File: src/rtl/rooth_defines.sv
// Shared definitions for the rooth core pipeline control: flow codes,
// datapath widths and the flow controller's FSM state encodings.
package rooth_defines;

    localparam int CPU_WIDTH      = 32;
    localparam int REG_ADDR_WIDTH = 5;
    localparam int FLOW_WIDTH     = 2;
    localparam int CNT_WIDTH      = 32;

    // Per-stage flow code; 2'b11 is never driven.
    typedef enum logic [FLOW_WIDTH-1:0] {
        FLOW_WORK    = 2'b00,
        FLOW_STOP    = 2'b01,
        FLOW_REFRESH = 2'b10
    } flow_e;

    // Interrupt-entry FSM of the flow controller.
    typedef enum logic [1:0] {
        FC_RUN      = 2'd0,
        FC_INT_WAIT = 2'd1,
        FC_INT_TAKE = 2'd2
    } fc_state_e;

endpackage

File: src/rtl/flow_hazard_det.sv
// Load-use hazard detector: flags an ID instruction that reads the register
// being loaded by the instruction currently in EX. x0 never creates a hazard.
module flow_hazard_det
    import rooth_defines::*;
(
    input  logic [REG_ADDR_WIDTH-1:0] id_rs1_i,
    input  logic [REG_ADDR_WIDTH-1:0] id_rs2_i,
    input  logic                      id_rs1_used_i,
    input  logic                      id_rs2_used_i,
    input  logic [REG_ADDR_WIDTH-1:0] ex_rd_i,
    input  logic                      ex_mem_rd_i,
    output logic                      load_use_o
);

    // Compare the EX load destination against each source the ID instr reads.
    always_comb begin
        load_use_o = ex_mem_rd_i && (ex_rd_i != '0) &&
                     ((id_rs1_used_i && (id_rs1_i == ex_rd_i)) ||
                      (id_rs2_used_i && (id_rs2_i == ex_rd_i)));
    end

endmodule

File: src/rtl/flow_ctrl.sv
// Central pipeline flow controller. Produces the per-stage flow codes and PC
// redirect combinationally from the current hazards and the interrupt FSM
// state, and counts the cycles in which the PC register is stopped.
//
// Handshake: int_req_i is a level held by the requester until int_ack_o
// pulses for one cycle; the ack cycle is also the cycle the PC is loaded with
// int_vec_i. No other valid/ready pairs exist on this block.
module flow_ctrl
    import rooth_defines::*;
(
    input  logic                      clk,
    input  logic                      rst,
    input  logic [REG_ADDR_WIDTH-1:0] id_reg1_rd_adder_i,
    input  logic [REG_ADDR_WIDTH-1:0] id_reg2_rd_adder_i,
    input  logic                      id_rs1_used_i,
    input  logic                      id_rs2_used_i,
    input  logic [REG_ADDR_WIDTH-1:0] ex_reg_wr_adder_i,
    input  logic                      ex_mem_rd_i,
    input  logic                      ex_busy_i,
    input  logic                      mem_busy_i,
    input  logic                      ex_redirect_i,
    input  logic [CPU_WIDTH-1:0]      ex_redirect_pc_i,
    input  logic                      int_req_i,
    input  logic [CPU_WIDTH-1:0]      int_vec_i,
    output logic [FLOW_WIDTH-1:0]     flow_pc_o,
    output logic [FLOW_WIDTH-1:0]     flow_if_id_o,
    output logic [FLOW_WIDTH-1:0]     flow_ex_o,
    output logic [FLOW_WIDTH-1:0]     flow_mem_o,
    output logic                      pc_redirect_en_o,
    output logic [CPU_WIDTH-1:0]      pc_redirect_o,
    output logic                      int_ack_o,
    output logic [CNT_WIDTH-1:0]      stall_cnt_o
);

    logic                 load_use;
    fc_state_e            state_q, state_d;
    logic [CNT_WIDTH-1:0] stall_cnt_q, stall_cnt_d;
    flow_e                flow_pc, flow_if_id, flow_ex, flow_mem;
    logic                 stalled;

    flow_hazard_det u_hazard (
        .id_rs1_i      (id_reg1_rd_adder_i),
        .id_rs2_i      (id_reg2_rd_adder_i),
        .id_rs1_used_i (id_rs1_used_i),
        .id_rs2_used_i (id_rs2_used_i),
        .ex_rd_i       (ex_reg_wr_adder_i),
        .ex_mem_rd_i   (ex_mem_rd_i),
        .load_use_o    (load_use)
    );

    // A multi-cycle EX op or memory wait freezes everything, interrupts included.
    assign stalled = mem_busy_i || ex_busy_i;

    // Priority mux: stalls, then interrupt entry, then EX redirect, then load-use.
    always_comb begin
        flow_pc          = FLOW_WORK;
        flow_if_id       = FLOW_WORK;
        flow_ex          = FLOW_WORK;
        flow_mem         = FLOW_WORK;
        pc_redirect_en_o = 1'b0;
        pc_redirect_o    = '0;
        int_ack_o        = 1'b0;
        if (rst) begin
            flow_pc    = FLOW_REFRESH;
            flow_if_id = FLOW_REFRESH;
            flow_ex    = FLOW_REFRESH;
            flow_mem   = FLOW_REFRESH;
        end else if (mem_busy_i) begin
            flow_pc    = FLOW_STOP;
            flow_if_id = FLOW_STOP;
            flow_ex    = FLOW_STOP;
            flow_mem   = FLOW_STOP;
        end else if (ex_busy_i) begin
            // The op in EX is still running, so any redirect it shows is not final.
            flow_pc    = FLOW_STOP;
            flow_if_id = FLOW_STOP;
            flow_ex    = FLOW_STOP;
            flow_mem   = FLOW_REFRESH;
        end else if (state_q == FC_INT_TAKE) begin
            flow_if_id       = FLOW_REFRESH;
            flow_ex          = FLOW_REFRESH;
            pc_redirect_en_o = 1'b1;
            pc_redirect_o    = int_vec_i;
            int_ack_o        = 1'b1;
        end else if (ex_redirect_i) begin
            // Flushing ID also removes any load-use hazard it carried.
            flow_if_id       = FLOW_REFRESH;
            flow_ex          = FLOW_REFRESH;
            pc_redirect_en_o = 1'b1;
            pc_redirect_o    = ex_redirect_pc_i;
        end else if (load_use) begin
            flow_pc    = FLOW_STOP;
            flow_if_id = FLOW_STOP;
            flow_ex    = FLOW_REFRESH;
        end
    end

    assign flow_pc_o    = flow_pc;
    assign flow_if_id_o = flow_if_id;
    assign flow_ex_o    = flow_ex;
    assign flow_mem_o   = flow_mem;

    // Interrupt FSM next state: wait for a clean slot, take it for one cycle.
    always_comb begin
        state_d = state_q;
        case (state_q)
            FC_RUN: begin
                if (int_req_i) state_d = FC_INT_WAIT;
            end
            FC_INT_WAIT: begin
                if (!stalled && !ex_redirect_i) state_d = FC_INT_TAKE;
            end
            FC_INT_TAKE: begin
                if (!stalled) state_d = FC_RUN;
            end
            default: state_d = FC_RUN;
        endcase
    end

    // Saturating count of cycles in which the PC register is held.
    always_comb begin
        stall_cnt_d = stall_cnt_q;
        if ((flow_pc == FLOW_STOP) && (stall_cnt_q != {CNT_WIDTH{1'b1}})) begin
            stall_cnt_d = stall_cnt_q + CNT_WIDTH'(1);
        end
    end

    assign stall_cnt_o = stall_cnt_q;

    // State and counter registers; reset drops any pending interrupt.
    always_ff @(posedge clk or posedge rst) begin
        if (rst) begin
            state_q     <= FC_RUN;
            stall_cnt_q <= '0;
        end else begin
            state_q     <= state_d;
            stall_cnt_q <= stall_cnt_d;
        end
    end

endmodule
File: config.mk
export PLATFORM = sky130hd
export DESIGN_NAME = flow_ctrl
export DESIGN_NICKNAME = d
export VERILOG_FILES = /design/src/rtl/rooth_defines.sv /design/src/rtl/flow_hazard_det.sv /design/src/rtl/flow_ctrl.sv
export SDC_FILE = /design/constraint.sdc
export NUM_CORES = 1
export LEC_CHECK = 0
export BUFFER_PORTS_ARGS = -buffer_cell sky130_fd_sc_hd__buf_2
export CAP_MARGIN = 20
export CORE_UTILIZATION = 42
export CTS_CLUSTER_DIAMETER = 30
export DETAILED_ROUTE_END_ITERATION = 10
export PLACE_DENSITY_LB_ADDON = 0.15
export SYNTH_ARGS = -nofsm -noshare
export SYNTH_HDL_FRONTEND = slang
export SYNTH_SLANG_ARGS = --single-unit
File: constraint.sdc
create_clock -name clk -period 2.13 [get_ports clk]
set_input_delay 0.3195 -clock clk [delete_from_list [all_inputs] [get_ports clk]]
set_output_delay 0.3195 -clock clk [all_outputs]
set_load 0.01 [all_outputs]
### Word-level counts from Yosys, hierarchy flattened

Cells that the tools add are included.

| storage, ports and cells | value |
|---|---|
| bits in registers | 34 |
| latch bits | 0 |
| RAM bits | 0 |
| ROM bits | 0 |
| word-level logic and storage cells | 63 |
| memories | 0 |

| cells by class | value |
|---|---|
| multiply operators | 0 |
| divide/modulo/power cells | 0 |
| mux-type cells | 38 |
| equal/unequal tests | 9 |
| reductions and logical operators | 13 |
| shift-type cells | 0 |
| add/subtract/negate cells | 1 |
| bitwise gates (word level) | 0 |
| magnitude comparators | 0 |

Operators by type and width:

| cell | count |
|---|---|
| $mux W32 | 5 |
| $mux W2 | 18 |
| $add A32 B1 Y32 const B | 1 |
| $ne A32 B32 Y1 const B | 1 |
| $mux W1 | 14 |
| $eq A5 B5 Y1 | 2 |
| $logic_and A1 B1 Y1 | 6 |
| $ne A2 B2 Y1 const B | 3 |
| $pmux W2 S3 | 1 |
| $reduce_bool A5 Y1 | 1 |
| $eq A2 B1 Y1 const B | 2 |
| $reduce_and A3 Y1 | 1 |
| $eq A2 B2 Y1 const B | 1 |
| $logic_not A1 Y1 | 2 |
| $logic_not A2 Y1 | 1 |
| $logic_or A1 B1 Y1 | 2 |

### Depth between registers and ports, before layout

| depth | value |
|---|---|
| word-level depth | 12 |
| depth in mapped cells | 8 |
| gate-level depth less buffers | 7 |

### By module

A second synthesis with hierarchy kept.

| second synthesis, totals | value |
|---|---|
| cells, all modules | 304 |
| area, all modules | 2,464.9 sq um |

By module, submodules not included:

| module | times used | cells each | sequential area each (sq um) | area each (sq um) |
|---|---|---|---|---|
| flow_ctrl | 1 | 287 | 850.8 | 2,331.0 |
| flow_hazard_det | 1 | 17 | 0.0 | 133.9 |

### Worst setup path before layout

OpenSTA, ideal clock, no wires.

| timing | value |
|---|---|
| path type | flip-flop to flip-flop |
| start point | reg stall_cnt_q[5], in the netlist stall_cnt_o[5] |
| end point | reg stall_cnt_q[6], in the netlist stall_cnt_o[6] |
| buffers on the path | 1 |
| slack | 233 ps |
| arrival | 1,772 ps |
| period minus slack after synthesis | 1,897 ps |
| cell stages (with the launch flop) | 9 |
| cells stage by stage | dfrtp_1 and4_1 and3_1 and2b_1 nand3_2 o21ai_2 buf_6 or3_1 xnor2_1 |

| between the ends | value |
|---|---|
| word-level cells in the longest chain between the ends | 2 |

RTL lines:

| item | line | RTL |
|---|---|---|
| start: declaration | flow_ctrl.sv:37 | `logic [CNT_WIDTH-1:0] stall_cnt_q, stall_cnt_d;` |
| start signal: assignment | flow_ctrl.sv:137 | `stall_cnt_q <= stall_cnt_d;` |
| branches (longest 2 deep; another with $add A32 B1 Y32) | - |  |

Parallel ways; which one is timed is not known.
A chain may end at the register's enable or synchronous reset.

### Worst setup path in the final report

| timing | value |
|---|---|
| start point | reg state_q[1] |
| end point | reg stall_cnt_q[19], in the netlist stall_cnt_o[19] |

| between the ends | value |
|---|---|
| word-level cells in the longest chain between the ends | 7 |

RTL lines:

| item | line | RTL |
|---|---|---|
| start: declaration | flow_ctrl.sv:36 | `fc_state_e state_q, state_d;` |
| start signal: assignment | flow_ctrl.sv:136 | `state_q <= state_d;` |
| $eq A2 B2 Y1 | flow_ctrl.sv:79 | `end else if (state_q == FC_INT_TAKE) begin` |
| $mux W1 | flow_ctrl.sv:79 |  |
| $mux W1 | flow_ctrl.sv:73 | `end else if (ex_busy_i) begin` |
| $mux W1 | flow_ctrl.sv:68 | `end else if (mem_busy_i) begin` |
| $mux W2 | flow_ctrl.sv:63 | `if (rst) begin` |
| $eq A2 B1 Y1 | flow_ctrl.sv:123 | `if ((flow_pc == FLOW_STOP) && (stall_cnt_q != {CNT_WIDTH{1'b1}})) begin` |
| $logic_and A1 B1 Y1 | flow_ctrl.sv:123 |  |

No other way between the ends.

==> out/results.ini <==
[layout]
n_antenna_cell = 0
drive_gt1_share_pct = 43.6
utilization_pct = 65.0
nets = 544
syn_to_final_growth_pct = 46.7
finalInstanceArea_um2 = 3380
final_cell_mix = buf_2 (161), nand2_1 (79), xnor2_1 (36)
layout_commonest_cell = buf_2

[detailed_routing]
drt_iter0_markers = 125
drc_errors = 0
routed_wl_mm = 7.23
vias_per_cell = 5.05
vias = 2656
antenna_left = 0
drt_first_pass_iters = 4
wl_per_cell_um = 13.7

[pwr]
p_leak_uw = 0.00182
ir_drop_v = 0.000503
finalPower_uw = 1870
p_per_area_nw_per_um2 = 554

[global_route]
busiest_layer = met2
grt_pass1_vias = 2371
met3_usage_pct = 4.91
grt_max_degree = 36
grt_pass1_wl_mm = 11.6
met1_usage_pct = 32.8
grt_overflow_total = 0
grt_antenna_before_repair = 0
grt_use_met2_pct = 41.4
grt_usage_pct = 24.9

[setup_path]
path_cells = nor2b_2 > buf_6 > nor4_2 > a21o_2 > o21ai_4 > or3_1 > xnor2_1
cp-end-kind = register
cp-start-kind = register
required_ns = 2.29
critical-path-max-stage-delay_ns = 0.42
worstSetupPathType = reg2reg
cp.arrival_ns = 2.19
cp_slowest_cell = or3_1
critPathMaxFanout = 35

[floorplanning]
coreArea_um2 = 5200
die_y_um = 76.1
boundaryPins = 162
rows = 26
start_util_pct = 44.3
fp.dieW_um = 76.1
dieArea_um2 = 5790

[synth]
yosys_warnings = 0
synthDistinctLibCells = 36
seq_area_frac_synth_pct = 36.9
ys_seq_elements = 34
synth_cells = 288
synthesis.area_um2 = 2300
syn-num-nets = 377
syn_avg_cell_area_um2 = 8.00

[clock_network]
cts_tree = done
clock_path_buffers = 2
worst_skew_pair.late_latency_ns = 0.29
clock-sinks = 34
htree_levels = 2
path_clk_slew_ns = 0.08
cts_inserted_buffers = 5
cts-root-buf = clkbuf_8
ctsHoldBuffers = 0

[timing]
drv_slew = 0
post-route-min-period_ns = 2.03
holdWs_ns = 0.209
fmax_mhz = 493
finalSetupTns_ns = 0
fin_crit_sh_pct = 95.3
hold_violations = 0
setup_viol = 0
finClkSkew_ns = 0.0123
worst_pin_slew_ns = 0.423
max_slew_margin_pct = 71.8

[placement]
dpl.hpwl_mm = 5.48
portBuffers = 161
finalWeightedCongestion = 0.943
place_area_um2 = 3220

[job]
maxCapViolations = 0

[run_status]
status = complete, no violations

[min_path]
timing.hold.worst.class = in2async

## state kept, by name (all words and copies together), names as in the netlist
| signal | flops |
|---|---|
| stall_cnt_o | 32 |
| state_q | 2 |
## worst max-delay path: cells and delay by family, from the launching register on
family,cells,cell delay (ns)
simple gates,3,0.82
flops,1,0.38
compound gates,2,0.36
buf+inv,1,0.19
xor+xnor,1,0.14
## through the flow
| stage | instances | setup WS, ns |
|---|---|---|
| after floorplan | 288 | 0.233 |
| after global placement | 515 | -0.0188 |
| after detailed placement | 516 | -0.0616 |
| after CTS | 526 | 0.0373 |
| after global routing | 526 | -0.000941 |
| final | 526 | 0.0998 |
## kinds of logic (layout without fill, tap and decap cells)
family / after synthesis / after routing / synth area share (%)
AOI/OAI and AO/OA: 42 / 43 / 9.99
DFF: 34 / 34 / 36.9
xor gates and xnor gates: 41 / 41 / 15.6
buffers and inverters: 22 / 189 / 5.21
adders and majority gates: 1 / 1 / 0.543
and+or+nand+nor: 148 / 148 / 31.8
## report_power, final
group          leakage (uW)  switching [uW]  internal [uW]
clock network     0.0000504             248            348
registers          0.000456            61.2            707
logic               0.00131             261            249
total               0.00182             570           1300
## per-layer routing
layer / vias to the layer above / part of all wire (%)
li1: 1307 / -
met1: 1207 / 42
met2: 127 / 48
met3: 15 / 8.4
met4: 0 / 2.1
met5: - / 0
## Yosys cell counts, drive strengths merged
library cell	n	area [um2]
a211oi	1	7.51
a21o	1	7.51
a21oi	33	165
and2	2	15.0
and2b	1	7.51
and3	6	37.5
and4	3	26.3
buf	6	60.1
clkbuf	10	37.5
dfrtp	34	851
ha	1	12.5
inv	6	22.5
nand2	80	303
nand2b	2	12.5
nand3	17	90.1
nand3b	1	7.51
nand4	11	68.8
nor2	8	30.0
nor2b	2	12.5
nor3	3	15.0
nor4	7	68.8
o21a	1	15.0
o21ai	5	28.8
o22ai	1	6.26
or3	4	30.0
or4	1	7.51
xnor2	36	315
xor2	5	43.8
## timing repair
action | CTS | global route
resized for setup | 2 | 4
buffers inserted | 1 | 0
endpoints found under the setup margin | 1 | 32
cloned | 1 | 0
pin swaps | 1 | 0
## worst paths after layout
kind	cells after the start	slack [ns]	startpoint	end
worst min register to register	1	0.49	stall_cnt_o[12]	stall_cnt_o[12]
min in group clk	3	0.32	int_req_i	state_q[0]
max in group asynchronous	3	1.60	rst	stall_cnt_o[1]
worst max-delay path	7	0.1	state_q[1]	stall_cnt_o[19]
worst max register to register	7	0.1	state_q[1]	stall_cnt_o[19]
worst min-delay path	3	0.21	rst	state_q[1]
## final cells by class
cell class                 instances  area (um2)
sequential                        34         851
inverter                           6        22.5
clock inverter                     3        45.0
tap                               70        87.6
multi-input combinational        233        1370
clock buffer                       5        68.8
fill                             471        1820
timing repair buffer             175         935
Note: power is estimated with default switching activity, not from simulation.
